--- config.mk ---
export PLATFORM = sky130hd
export DESIGN_NAME = target_monitor
export DESIGN_NICKNAME = d
export VERILOG_FILES = /design/src/rtl/target_monitor_pkg.sv /design/src/rtl/target_monitor_sat.sv /design/src/rtl/target_monitor.sv
export SDC_FILE = /design/constraint.sdc
export NUM_CORES = 1
export LEC_CHECK = 0
export CORE_ASPECT_RATIO = 0.7
export CORE_UTILIZATION = 55
export DETAILED_ROUTE_END_ITERATION = 6
export GPL_ROUTABILITY_DRIVEN = 0
export GPL_TIMING_DRIVEN = 0
export PLACE_DENSITY = 0.91
export SYNTH_ARGS = -nofsm -noshare
export SYNTH_HDL_FRONTEND = slang
export SYNTH_SLANG_ARGS = --single-unit
--- constraint.sdc ---
create_clock -name clock -period 2.85 [get_ports clock]
set_input_delay 0.855 -clock clock [delete_from_list [all_inputs] [get_ports clock]]
set_output_delay 0.855 -clock clock [all_outputs]
set_load 0.005 [all_outputs]
--- src/rtl/target_monitor_pkg.sv ---
// target_monitor_pkg: shared types and default constants for target_monitor.
//   state_t    : monitor FSM states (SEARCH waits for an entry, REPORT holds an event)
//   TARGET_DEF : default monitored state code
//   CNT_W_DEF  : default counter width
package target_monitor_pkg;

    typedef enum logic {
        SEARCH = 1'b0,
        REPORT = 1'b1
    } state_t;

    localparam logic [1:0]  TARGET_DEF = 2'b10;
    localparam int unsigned CNT_W_DEF  = 8;

endpackage

--- src/rtl/target_monitor_sat.sv ---
// sat_counter: saturating up-counter with synchronous clear.
//   clock   : rising-edge clock
//   reset_n : asynchronous active-low reset (q -> 0)
//   inc     : count up by one, holding at all-ones
//   clr     : synchronous clear, has priority over inc
//   q       : counter value
module sat_counter #(
    parameter int unsigned W = 8
) (
    input  logic         clock,
    input  logic         reset_n,
    input  logic         inc,
    input  logic         clr,
    output logic [W-1:0] q
);

    always_ff @(posedge clock or negedge reset_n) begin
        if (!reset_n)
            q <= '0;
        else if (clr)
            q <= '0;
        else if (inc && (q != '1))
            q <= q + W'(1);
    end

endmodule

--- src/rtl/target_monitor.sv ---
// target_monitor: watches the state code of an upstream FSM and reports
// entries into TARGET as events through a valid/ready handshake.
// Optional feature macro: TGT_MON_STREAK_EN (adds streak_max, monitors a).
//   clock      : rising-edge clock
//   reset_n    : asynchronous active-low reset
//   s          : observed upstream state {s1,s0}
//   a          : upstream FSM input (used only with TGT_MON_STREAK_EN)
//   clear      : synchronous clear of counters, flags and pending event
//   hit        : one-cycle pulse after each entry into TARGET
//   hit_count  : saturating number of entries
//   evt_valid  : an event is pending
//   evt_ready  : consumer accepts the pending event
//   evt_gap    : non-TARGET cycles preceding the reported entry
//   overrun    : sticky, an entry arrived while an event was stalled
//   streak_max : longest run of consecutive a==1 cycles (macro only)
module target_monitor
    import target_monitor_pkg::*;
#(
    parameter logic [1:0]  TARGET = TARGET_DEF,
    parameter int unsigned CNT_W  = CNT_W_DEF
) (
    input  logic             clock,
    input  logic             reset_n,
    input  logic [1:0]       s,
    input  logic             a,
    input  logic             clear,
    output logic             hit,
    output logic [CNT_W-1:0] hit_count,
    output logic             evt_valid,
    input  logic             evt_ready,
    output logic [CNT_W-1:0] evt_gap,
`ifdef TGT_MON_STREAK_EN
    output logic             overrun,
    output logic [CNT_W-1:0] streak_max
`else
    output logic             overrun
`endif
);

    logic [1:0]       prev_s;
    logic             entry;
    logic [CNT_W-1:0] gap;
    state_t           state, state_nx;
    logic [CNT_W-1:0] evt_gap_nx;
    logic             overrun_nx;

    assign entry = (s == TARGET) && (prev_s != TARGET);

    // Reset value ~TARGET makes TARGET on the first cycle count as an entry.
    always_ff @(posedge clock or negedge reset_n) begin
        if (!reset_n)
            prev_s <= ~TARGET;
        else
            prev_s <= s;
    end

    // An entry implies s==TARGET, so inc and the entry clear never overlap.
    sat_counter #(.W(CNT_W)) u_gap (
        .clock   (clock),
        .reset_n (reset_n),
        .inc     (s != TARGET),
        .clr     (clear | entry),
        .q       (gap)
    );

    sat_counter #(.W(CNT_W)) u_hits (
        .clock   (clock),
        .reset_n (reset_n),
        .inc     (entry),
        .clr     (clear),
        .q       (hit_count)
    );

    always_ff @(posedge clock or negedge reset_n) begin
        if (!reset_n)
            hit <= 1'b0;
        else
            hit <= entry && !clear;
    end

    always_ff @(posedge clock or negedge reset_n) begin
        if (!reset_n) begin
            state   <= SEARCH;
            evt_gap <= '0;
            overrun <= 1'b0;
        end else begin
            state   <= state_nx;
            evt_gap <= evt_gap_nx;
            overrun <= overrun_nx;
        end
    end

    always_comb begin
        state_nx   = state;
        evt_gap_nx = evt_gap;
        overrun_nx = overrun;
        if (clear) begin
            state_nx   = SEARCH;
            evt_gap_nx = '0;
            overrun_nx = 1'b0;
        end else begin
            case (state)
                SEARCH: begin
                    if (entry) begin
                        state_nx   = REPORT;
                        evt_gap_nx = gap;
                    end
                end
                REPORT: begin
                    // A new entry while the consumer stalls is dropped; the
                    // pending evt_gap is kept stable.
                    if (entry) begin
                        if (evt_ready)
                            evt_gap_nx = gap;
                        else
                            overrun_nx = 1'b1;
                    end else if (evt_ready) begin
                        state_nx = SEARCH;
                    end
                end
                default: state_nx = SEARCH;
            endcase
        end
    end

    assign evt_valid = (state == REPORT);

`ifdef TGT_MON_STREAK_EN
    logic [CNT_W-1:0] run;
    logic [CNT_W-1:0] run_now;

    sat_counter #(.W(CNT_W)) u_run (
        .clock   (clock),
        .reset_n (reset_n),
        .inc     (a),
        .clr     (clear | ~a),
        .q       (run)
    );

    // Length of the run including the current cycle, so the maximum
    // tracks a streak while it is still in progress.
    assign run_now = !a ? '0 : ((run == '1) ? run : run + CNT_W'(1));

    always_ff @(posedge clock or negedge reset_n) begin
        if (!reset_n)
            streak_max <= '0;
        else if (clear)
            streak_max <= '0;
        else if (run_now > streak_max)
            streak_max <= run_now;
    end
`else
    logic unused_a;
    assign unused_a = a;
`endif

endmodule

==> flow_summary.yaml <==
timing:
  worstMarginPinSlew_ns: 0.6105
  rsz0062_at_grt: "no"
  setup_viol: 0
  max_freq_mhz: 423.2
  period_minus_slack_ns: 2.363
  finClkSkew_ns: 0.002901
  tns_ns: 0
  fin_crit_sh: 0.8292
  slew_headroom: 0.5930
  final-max-slew-violation-count: 0
  finalHoldViolations: 0
pwr:
  power.density_mw_per_mm2: 452.1
  seqPwrFrac: 0.527
  internal-power_uw: 620.5
  p_sw_frac: 0.2408
  ir_drop_uv: 318.7
  switchingPower_uw: 196.8
  pwr-share-comb: 0.085
  p_leak_uw: 0.0008544
  pwr-share-clk: 0.388
logic_synthesis:
  seq_area_frac_synth: 0.5022
  async_flop_share: 1.000
  synth_common_cells: "28 x dfrtp_1, 17 x nor2_1, 10 x mux2i_1"
  synthCells: 133
  synth_area_leader_cell: "dfrtp_1"
  synth.most_common_cell: "dfrtp_1"
  ys_ff_latch: 29
  syn-num-nets: 142
  ys_top_cells_by_area: "dfrtp_1 48%, mux2i_1 6.9%, nor2_1 4.4%, and3_1 3.0%, nor3_1 2.8%"
  syn_area_mm2: 0.001448
  synth_cell_types: 41
  synth_top_area_share: 0.4840
  ys.flop_type: "dfrtp_1"
  ys_warn_count: 0
  synth-edff-count: 0
  syn_area_per_cell_um2: 10.88
cells_and_area:
  finalNetCount: 173
  n_fill_cell: 168
  seq_area_um2: 726.9
  diodes: 0
  multiInputGateArea_um2: 700.7
  layout.cells.non_filler: 199
  area_growth_pct: 24.89
  final_layout_size_suffix_gt1_frac: 0.1455
grt:
  antenna_found_initial: 0
  grt_pass1_wl_mm: 5.050
  grt_pass1_vias: 1077
  grt_max_degree: 30
  grt-ovfl-total: 0
  grt_usage: 0.2401
drt:
  first_iter_violations: 82
  vias: 1171
  first_pass_iters: 4
  avgRoutedWirePerCell_um: 15.15
  route.detailed.drc: 0
  totalWireLength_mm: 3.015
  postRouteAntennaNets: 0
  via_per_inst: 5.884
place:
  dp_hpwl_mm: 2.175
  portBuffers: 24
  placed_cells: 191
clocking:
  clock-sinks: 29
  numCtsBuffers: 5
  postCtsSetupRepairBufs: 0
  clock_tree.root_cell: "clkbuf_8"
  clk_pin_slew_ns: 0.06
  hold_buffers: 0
  h-tree-depth: 2
  cts_buffer_depth: 2
  tritoncts: "built"
  ctsResizeCount: 0
  clock_latency_ns: 0.28
die:
  fp.coreArea_mm2: 0.002477
  die_h_um: 44.93
  ios: 26
  start_util: 0.5843
  design.die.area_mm2: 0.002845
  core.rowCount: 15
  fp.dieW_um: 63.32
setup_path:
  required_ns: 3.01
  crit_type: "primary input to flip-flop"
  critPathCaptureType: "flip-flop"
  path_max_fanout: 7
  start_kind: "primary input"
  arrival_ns: 2.52
worst_hold_path:
  hold_class: "flip-flop to flip-flop"
outcome:
  status: "finished, final reports clean"
run:
  drv_cap: 0
## layout make-up
class | instances | share of cell area
Buffer | 3 | 0.008997
Clock buffer | 6 | 0.04014
Clock inverter | 2 | 0.005536
Inverter | 1 | 0.002076
Multi-Input combinational cell | 100 | 0.3875
Sequential cell | 29 | 0.4021
Tap cell | 34 | 0.02353
Timing Repair Buffer | 24 | 0.1301
## power by group through the flow
| stage | clock [uW] | sequential (uW) | combinational (uW) |
|---|---|---|---|
| floorplan | 0 | 436 | 37.1 |
| global placement | 0 | 437 | 67.1 |
| detailed placement | 0 | 438 | 70.3 |
| CTS | 323 | 431 | 70.7 |
| global route | 346 | 432 | 76.0 |
| finish | 317 | 431 | 69.3 |
## kinds of logic after synthesis
family                     after synthesis  share of synthesized area
DFF                                     29                     0.5022
muxes                                   14                     0.1029
AOI/OAI and AO/OA                       19                     0.1046
adders and majority gates                2                    0.01728
and+or+nand+nor                         65                     0.2593
buffers and inverters                    4                    0.01382
## metrics by stage
stage	cell area [um^2]	util	hold WS (ns)	total power, uW	setup WS, ns
after floorplan	1448	-	0.4906	472.9	0.9257
after global placement	1730	0.6985	0.4847	504.2	0.2871
after detailed placement	1730	0.6985	0.5096	508.2	0.2136
after CTS	1813	0.7318	0.5064	824.4	0.4689
after global routing	1808	0.7298	0.5563	853.9	0.4400
final	1808	0.7298	0.4983	817.3	0.4868
## layer usage
layer,vias to the layer above,global-route usage,wire (um)
met5,-,0,0
met2,33,0.3532,1436
li1,547,-,-
met4,0,0.09545,40
met1,586,0.3383,1410
met3,5,0.07071,127
## layout by cell type (no fill, tap or decap), types with 2 or more instances in the layout
master | synthesis | layout
a211o_1 | 3 | 3
a21oi_1 | 4 | 4
a221o_1 | 2 | 2
a31oi_1 | 2 | 2
and3_1 | 7 | 7
and3_4 | 2 | 2
buf_2 | 1 | 2
clkbuf_8 | 0 | 5
clkdlybuf4s50_1 | 0 | 23
clkinv_2 | 0 | 2
dfrtp_1 | 28 | 28
ha_1 | 2 | 2
mux2_1 | 2 | 2
mux2i_1 | 10 | 10
nand2_1 | 5 | 5
nand2b_1 | 5 | 5
nand3_1 | 4 | 4
nor2_1 | 17 | 17
nor2b_1 | 6 | 6
nor3_1 | 8 | 8
nor4_1 | 2 | 2
## worst paths after layout
path                                 start           to  slack (ns)  depth (start not counted)
worst max-delay path                  s[1]  u_hits.q[4]        0.49                          6
worst min-delay path               overrun      overrun        0.50                          2
worst max register to register  u_gap.q[0]   u_gap.q[7]        1.12                          5
worst min register to register     overrun      overrun        0.50                          2
max in group asynchronous          reset_n   u_gap.q[1]        1.86                          1
min in group asynchronous          reset_n          hit        0.59                          1
## critical path, cell delays in order
cell             delay, ns
clkdlybuf4s50_1       0.51
nor2b_1               0.16
buf_4                 0.18
nand2_2               0.11
nor4b_2               0.35
mux2_1                0.36
## flip-flops by register name, indices dropped and copies added, names as in the netlist
register   flops
hit            1
u_gap.q        8
evt_valid      1
overrun        1
evt_gap        8
u_hits.q       8
prev_s         2
Power figures use the tool's default switching activity.
